File: src/rtl/fir_out_quant.sv
// -----------------------------------------------------------------------------
// fir_out_quant
// Output stage of a FIR filter. It rounds (half up) and saturates a 2*DWIDTH
// accumulator sample down to DWIDTH bits, keeps only every DECIM-th accepted
// sample, and buffers the kept samples in a 2-entry skid FIFO with
// valid/ready handshakes on both sides.
//
// Parameters
//   DWIDTH : output sample width; the input is 2*DWIDTH wide (Q2.30 -> Q1.15)
//   DECIM  : decimation factor, 1..16 (1 = pure quantiser)
//
// Ports
//   clk      : clock, rising edge
//   rstn     : asynchronous active-low reset
//   i_data   : signed accumulator sample
//   i_valid  : i_data valid
//   o_ready  : block accepts i_data (registered, no path from i_ready)
//   i_clear  : synchronous flush of the phase counter and the FIFO
//   o_data   : signed quantised sample (FIFO head)
//   o_valid  : o_data valid
//   i_ready  : downstream accepts o_data
//   o_sat_cnt: (only with FIR_QUANT_SAT_CNT_EN defined) sticky count of
//              forwarded samples that were clipped; cleared by i_clear
//
// Optional feature macro: FIR_QUANT_SAT_CNT_EN
// -----------------------------------------------------------------------------
module fir_out_quant #(
  parameter int DWIDTH = 16,
  parameter int DECIM  = 1
) (
  input  logic                  clk,
  input  logic                  rstn,
  input  logic [2*DWIDTH-1:0]   i_data,
  input  logic                  i_valid,
  output logic                  o_ready,
  input  logic                  i_clear,
  output logic [DWIDTH-1:0]     o_data,
  output logic                  o_valid,
  input  logic                  i_ready
`ifdef FIR_QUANT_SAT_CNT_EN
  ,
  output logic [15:0]           o_sat_cnt
`endif
);

  localparam logic [3:0] PHASE_LAST = 4'(DECIM - 1);

  // Rounding constant 2^(DWIDTH-2) in the 2*DWIDTH+1 bit sum width.
  localparam logic signed [2*DWIDTH:0] RND_C =
    {{(DWIDTH+2){1'b0}}, 1'b1, {(DWIDTH-2){1'b0}}};
  localparam logic signed [2*DWIDTH:0] QMAX_C =
    {{(DWIDTH+2){1'b0}}, {(DWIDTH-1){1'b1}}};
  localparam logic signed [2*DWIDTH:0] QMIN_C =
    {{(DWIDTH+2){1'b1}}, {(DWIDTH-1){1'b0}}};

  // Round half up: add half an output LSB, then arithmetic shift.
  function automatic logic signed [2*DWIDTH:0] round_q(input logic [2*DWIDTH-1:0] din);
    logic signed [2*DWIDTH:0] sum;
    sum = $signed({din[2*DWIDTH-1], din}) + RND_C;
    return sum >>> (DWIDTH - 1);
  endfunction

  // Clip the rounded value into the signed DWIDTH range.
  function automatic logic [DWIDTH-1:0] sat_q(input logic [2*DWIDTH-1:0] din);
    logic signed [2*DWIDTH:0] q;
    q = round_q(din);
    if (q > QMAX_C) begin
      return {1'b0, {(DWIDTH-1){1'b1}}};
    end else if (q < QMIN_C) begin
      return {1'b1, {(DWIDTH-1){1'b0}}};
    end else begin
      return q[DWIDTH-1:0];
    end
  endfunction

  logic [1:0]        count_r, count_nx_s;
  logic [3:0]        phase_r, phase_nx_s;
  logic [DWIDTH-1:0] head_r, head_nx_s;
  logic [DWIDTH-1:0] tail_r, tail_nx_s;
  logic              valid_r, ready_r;
  logic              accept_s, pop_s, fwd_s;
  logic [DWIDTH-1:0] quant_s;

  assign o_data  = head_r;
  assign o_valid = valid_r;
  assign o_ready = ready_r;

  // Next-state logic for phase counter and the 2-entry FIFO (head/tail).
  always_comb begin
    accept_s   = i_valid & ready_r;
    pop_s      = valid_r & i_ready;
    fwd_s      = accept_s & (phase_r == 4'd0);
    quant_s    = sat_q(i_data);
    count_nx_s = count_r;
    phase_nx_s = phase_r;
    head_nx_s  = head_r;
    tail_nx_s  = tail_r;
    if (i_clear) begin
      // Flush wins over any push or pop in the same cycle.
      count_nx_s = 2'd0;
      phase_nx_s = 4'd0;
    end else begin
      if (accept_s) begin
        if (phase_r == PHASE_LAST) begin
          phase_nx_s = 4'd0;
        end else begin
          phase_nx_s = phase_r + 4'd1;
        end
      end else begin
        phase_nx_s = phase_r;
      end
      case ({fwd_s, pop_s})
        2'b10: begin
          if (count_r == 2'd0) begin
            head_nx_s  = quant_s;
            count_nx_s = 2'd1;
          end else if (count_r == 2'd1) begin
            tail_nx_s  = quant_s;
            count_nx_s = 2'd2;
          end else begin
            count_nx_s = count_r;
          end
        end
        2'b01: begin
          if (count_r == 2'd2) begin
            head_nx_s  = tail_r;
            count_nx_s = 2'd1;
          end else if (count_r == 2'd1) begin
            count_nx_s = 2'd0;
          end else begin
            count_nx_s = count_r;
          end
        end
        2'b11: begin
          // Push implies count < 2 and pop implies count > 0, so count is 1:
          // the new sample replaces the head and the level stays at 1.
          if (count_r == 2'd1) begin
            head_nx_s = quant_s;
          end else begin
            head_nx_s = head_r;
          end
        end
        default: begin
          count_nx_s = count_r;
        end
      endcase
    end
  end

  // State registers; valid/ready are precomputed from the next count so the
  // handshake outputs come straight from flops.
  always_ff @(posedge clk or negedge rstn) begin
    if (!rstn) begin
      count_r <= 2'd0;
      phase_r <= 4'd0;
      head_r  <= {DWIDTH{1'b0}};
      tail_r  <= {DWIDTH{1'b0}};
      valid_r <= 1'b0;
      ready_r <= 1'b0;
    end else begin
      count_r <= count_nx_s;
      phase_r <= phase_nx_s;
      head_r  <= head_nx_s;
      tail_r  <= tail_nx_s;
      valid_r <= (count_nx_s != 2'd0);
      ready_r <= (count_nx_s < 2'd2);
    end
  end

`ifdef FIR_QUANT_SAT_CNT_EN
  logic [15:0] sat_cnt_r;
  logic        clip_s;

  // A forwarded sample was clipped when the rounded value is out of range.
  function automatic logic is_clip(input logic [2*DWIDTH-1:0] din);
    logic signed [2*DWIDTH:0] q;
    q = round_q(din);
    return (q > QMAX_C) || (q < QMIN_C);
  endfunction

  assign clip_s    = is_clip(i_data);
  assign o_sat_cnt = sat_cnt_r;

  // Sticky saturation counter for forwarded samples.
  always_ff @(posedge clk or negedge rstn) begin
    if (!rstn) begin
      sat_cnt_r <= 16'd0;
    end else if (i_clear) begin
      sat_cnt_r <= 16'd0;
    end else if (fwd_s && clip_s && (sat_cnt_r != 16'hFFFF)) begin
      sat_cnt_r <= sat_cnt_r + 16'd1;
    end else begin
      sat_cnt_r <= sat_cnt_r;
    end
  end
`endif

endmodule
File: config.mk
export PLATFORM = sky130hd
export DESIGN_NAME = fir_out_quant
export DESIGN_NICKNAME = d
export VERILOG_FILES = /design/src/rtl/fir_out_quant.sv
export SDC_FILE = /design/constraint.sdc
export NUM_CORES = 1
export LEC_CHECK = 0
export BUFFER_PORTS_ARGS = -buffer_cell sky130_fd_sc_hd__buf_2
export CAP_MARGIN = 0
export CORE_ASPECT_RATIO = 0.5
export CORE_MARGIN = 2
export CORE_UTILIZATION = 54
export DETAILED_ROUTE_END_ITERATION = 6
export GPL_ROUTABILITY_DRIVEN = 0
export PLACE_DENSITY = 0.84
export SETUP_SLACK_MARGIN = 0.2
export SLEW_MARGIN = 15
export SYNTH_ARGS = -nofsm -noshare
export SYNTH_HDL_FRONTEND = slang
export SYNTH_SLANG_ARGS = --single-unit
File: constraint.sdc
create_clock -name clk -period 2.71 [get_ports clk]
set_input_delay 0.1355 -clock clk [delete_from_list [all_inputs] [get_ports clk]]
set_output_delay 0.1355 -clock clk [all_outputs]
set_load 0.05 [all_outputs]
==> metrics.md <==
| Metric | Value |
|---|---|
| I/O Buffers | 40 |
| Drt first-iter violations | 223 |
| Hold EP | phase_r[3]$_DFFE_PN0P_ |
| Reg-to-reg critical path endpoint | o_data[6]$_DFFE_PN0P_ |
| Vias | 2,277 |
| Number of synthesized flops with an enable pin | 0 |
| Largest area contributor in the netlist | dfrtp_1 |
| CP bufs+invs | 3 |
| ANT cells | 0 |
| Core area | 4380 sq um |
| DRT Wirelength | 5900 microns |
| RR Startpoint | phase_r[1]$_DFFE_PN0P_ |
| Critical path, cell by cell | inv_1 > ha_1 > nor2b_2 > nor2b_4 > nand3_2 > inv_1 > ha_1 > nand2b_1 > and4_1 > buf_4 > and3_1 > a21oi_1 > o21ai_1 |
| Starting Density | 0.557 |
| Vias in the first global route | 2,099 |
| WL per Instance | 15.4 microns |
| Maximum VDD drop | 0.405 mV |
| H-tree depth | 2 |
| Layout cells sized above 1 | 0.218 |
| Hpwl dp | 4470 microns |
| Synthesized area | 2440 sq um |
| Critical Path RT | 2.86 ns |
| Reg-to-reg slack, setup | 0.37 ns |
| Ys async rst share | 1.00 |
| Clock Tree Root | clkbuf_8 |
| CP Max Fanout | 13 |
| Outcome | finished, final reports clean |
| GRT Residual Overflow | 0 |
| Worst slew pin tran | 0.845 ns |
| RSZ-0062 raised after global routing | no |
| Max-cap violations | 0 |
| Synth area leaders | dfrtp_1, o21ai_0, ha_1 |
| Placed cell area | 2720 sq um |
| Top delay family on crit path | simple AND/OR/NAND/NOR gates |
| CP arrival | 2.49 ns |
| Initial antenna violation count | 0 |
| Total CTS buffers | 5 |
| First-pass GRT wire length | 9610 microns |
| Mapped Nets | 325 |
| Worst Hold Path Cells | 2 |
| Setup CP Type | flip-flop to flip-flop |
| Number of I/O pins | 55 |
| Slowest cell on the critical path | dfrtp_1 |
| Hold/Removal Path Class | primary input to flip-flop |
| Max Slew Vio Count | 0 |
| Final instance area | 2860 sq um |
| Top FF cell, synth | dfrtp_1 |
| Cell count after synthesis | 277 |
| Clock Skew | 0.00525 ns |
| Cell variety after synth | 43 |
| DIE AREA | 5110 sq um |
| Clk slew on worst S/H paths | 0.07 ns |
| Worst slack, placed | 0.132 ns |
| Seq/Total Area, Yosys | 0.410 |
| Startpoint types | flip-flop |
| Avg Inst Size Synth | 8.82 sq um |
| Max transition margin | 0.436 |
| Area added between synthesis and finish | 17.3% |
| Chip height | 51.6 microns |
| Largest net degree at the start of global routing | 41 |
| Die Wd | 99.1 microns |
| CTS tree | done |
| Via density | 5.96 |
| Fin Setup TNS | 0 ns |
| All-Layer GR Usage | 0.241 |
| Worst setup EP type | flip-flop |
| Finished Layout Cells | 382 |
| Most frequent cells in the layout | dfrtp_1, buf_2, o21ai_0 |
| Leakage | 0.00134 uW |
| Top cell type's share of synthesized area | 0.410 |
| Crit path time final | 2.34 ns |
| Row count | 17 |
| Final setup fails | 0 |
| Filler cells | 352 |
| Cell Pwr Density | 886 nW/um^2 |
| Fin worst setup slack | 0.370 ns |
| Seq cells post-synth | 40 |
| Routed Antenna Nets | 0 |
| Clk_lat worst skew | 0.29 ns |
| Fmax | 427 MHz |
| Synth warnings | 0 |
| R2R cell count | 13 |
| Residual DRC | 0 |
| Max incr delay on CP | 0.42 ns |
| Fin. Hold Viols | 0 |
| Hold_sp | i_clear |
| Clk buf depth | 2 |
| Number of nets in the layout | 372 |
| TritonRoute pass-1 iters | 4 |
| Tcrit/Tclk final | 0.864 |
| # clock sinks | 40 |
| Cells after DPL | 371 |
-- synth_stat cells (2+ instances only) --
cell      number
a32o_1         4
inv_1         10
or3_1          2
o21ai_0       36
nor2_1        18
nand3b_1       4
or4_4          2
nand2b_1      11
a21o_1         3
nor2b_1        2
nand3_1       15
a21oi_1       20
nor3_1         6
and2_1         2
xnor2_1        6
dfrtp_1       40
xor2_1         7
a31oi_1        2
nand4_1        5
clkbuf_1       8
a22oi_1        4
a21oi_2        2
and3_1         6
nor4_1         3
a211oi_1       2
nand2_1       30
ha_1          11
-- what timing repair did --
action                     4_1_cts  5_1_grt
setup buffers                    1        1
hold endpoints to repair        40        0
setup endpoints to repair        8       29
pin swaps                        1        0
hold buffers                     1        0
gates resized for setup          1        6
cloned                           0        0
-- report_power, final --
group          switching [uW]  internal [uW]  leakage (uW)
combinational             852            337      0.000783
clock                     198            203     0.0000510
sequential                123            823      0.000510
-- worst register-to-register path, cell delays in order, from the launching register on --
cell and delay (ns):
dfrtp_1 0.42, inv_1 0.08, ha_1 0.13, nor2b_2 0.16, nor2b_4 0.17, nand3_2 0.10
inv_1 0.09, ha_1 0.17, nand2b_1 0.10, and4_1 0.18, buf_4 0.18, and3_1 0.20
a21oi_1 0.11, o21ai_1 0.10
-- area by class of cell --
type,instances,area [sq um],share of cell area
Timing Repair Buffer,49,270,0.0944
Inverter,10,37.5,0.0131
Sequential cell,40,1000,0.349
Clock inverter,2,10.0,0.00349
Tap cell,57,71.3,0.0249
Multi-Input combinational cell,218,1390,0.486
Clock buffer,6,82.6,0.0288
-- worst max-delay path by stage --
stage               slack, ns  cells past startpoint              startpoint                     end
floorplan                0.47                     11  phase_r[0]$_DFFE_PN0P_  o_data[14]$_DFFE_PN0P_
global placement         0.21                     11  phase_r[0]$_DFFE_PN0P_  o_data[14]$_DFFE_PN0P_
detailed placement       0.13                     11  phase_r[0]$_DFFE_PN0P_  o_data[14]$_DFFE_PN0P_
CTS                      0.20                     11  phase_r[0]$_DFFE_PN0P_  o_data[14]$_DFFE_PN0P_
global route             0.20                     13  phase_r[1]$_DFFE_PN0P_   o_data[6]$_DFFE_PN0P_
finish                   0.37                     13  phase_r[1]$_DFFE_PN0P_   o_data[6]$_DFFE_PN0P_
-- through the flow --
| stage | hold slack (ns) | util | power, uW |
|---|---|---|---|
| 2_1_floorplan | -0.160 | - | 1790 |
| 3_3_place_gp | 0.283 | 0.622 | 2070 |
| 3_5_place_dp | 0.303 | 0.622 | 2120 |
| 4_1_cts | 0.122 | 0.647 | 2530 |
| 5_1_grt | 0.144 | 0.654 | 2680 |
| 6_report | 0.136 | 0.654 | 2540 |
-- kinds of logic (layout without fill, tap and decap cells) --
family	after synthesis	after routing	share of synthesized area
flops	40	40	0.410
buf+inv	19	67	0.0297
mux	1	1	0.00410
compound gates	81	81	0.204
xor+xnor	13	13	0.0466
fa+ha+maj	11	11	0.0564
simple gates	112	112	0.249
-- metal layers --
layer,up-vias,share of wire,track usage
met4,0,0.014,0.0753
met5,-,0,0
met1,1088,0.43,0.315
met2,93,0.48,0.400
li1,1084,-,-
met3,12,0.077,0.0645
-- registers in the layout (all words and copies together) (netlist names) --
signal / count
count_r: 2
o_data: 16
o_ready: 1
o_valid: 1
phase_r: 4
tail_r: 16
Note: power is estimated with default switching activity, not from simulation.
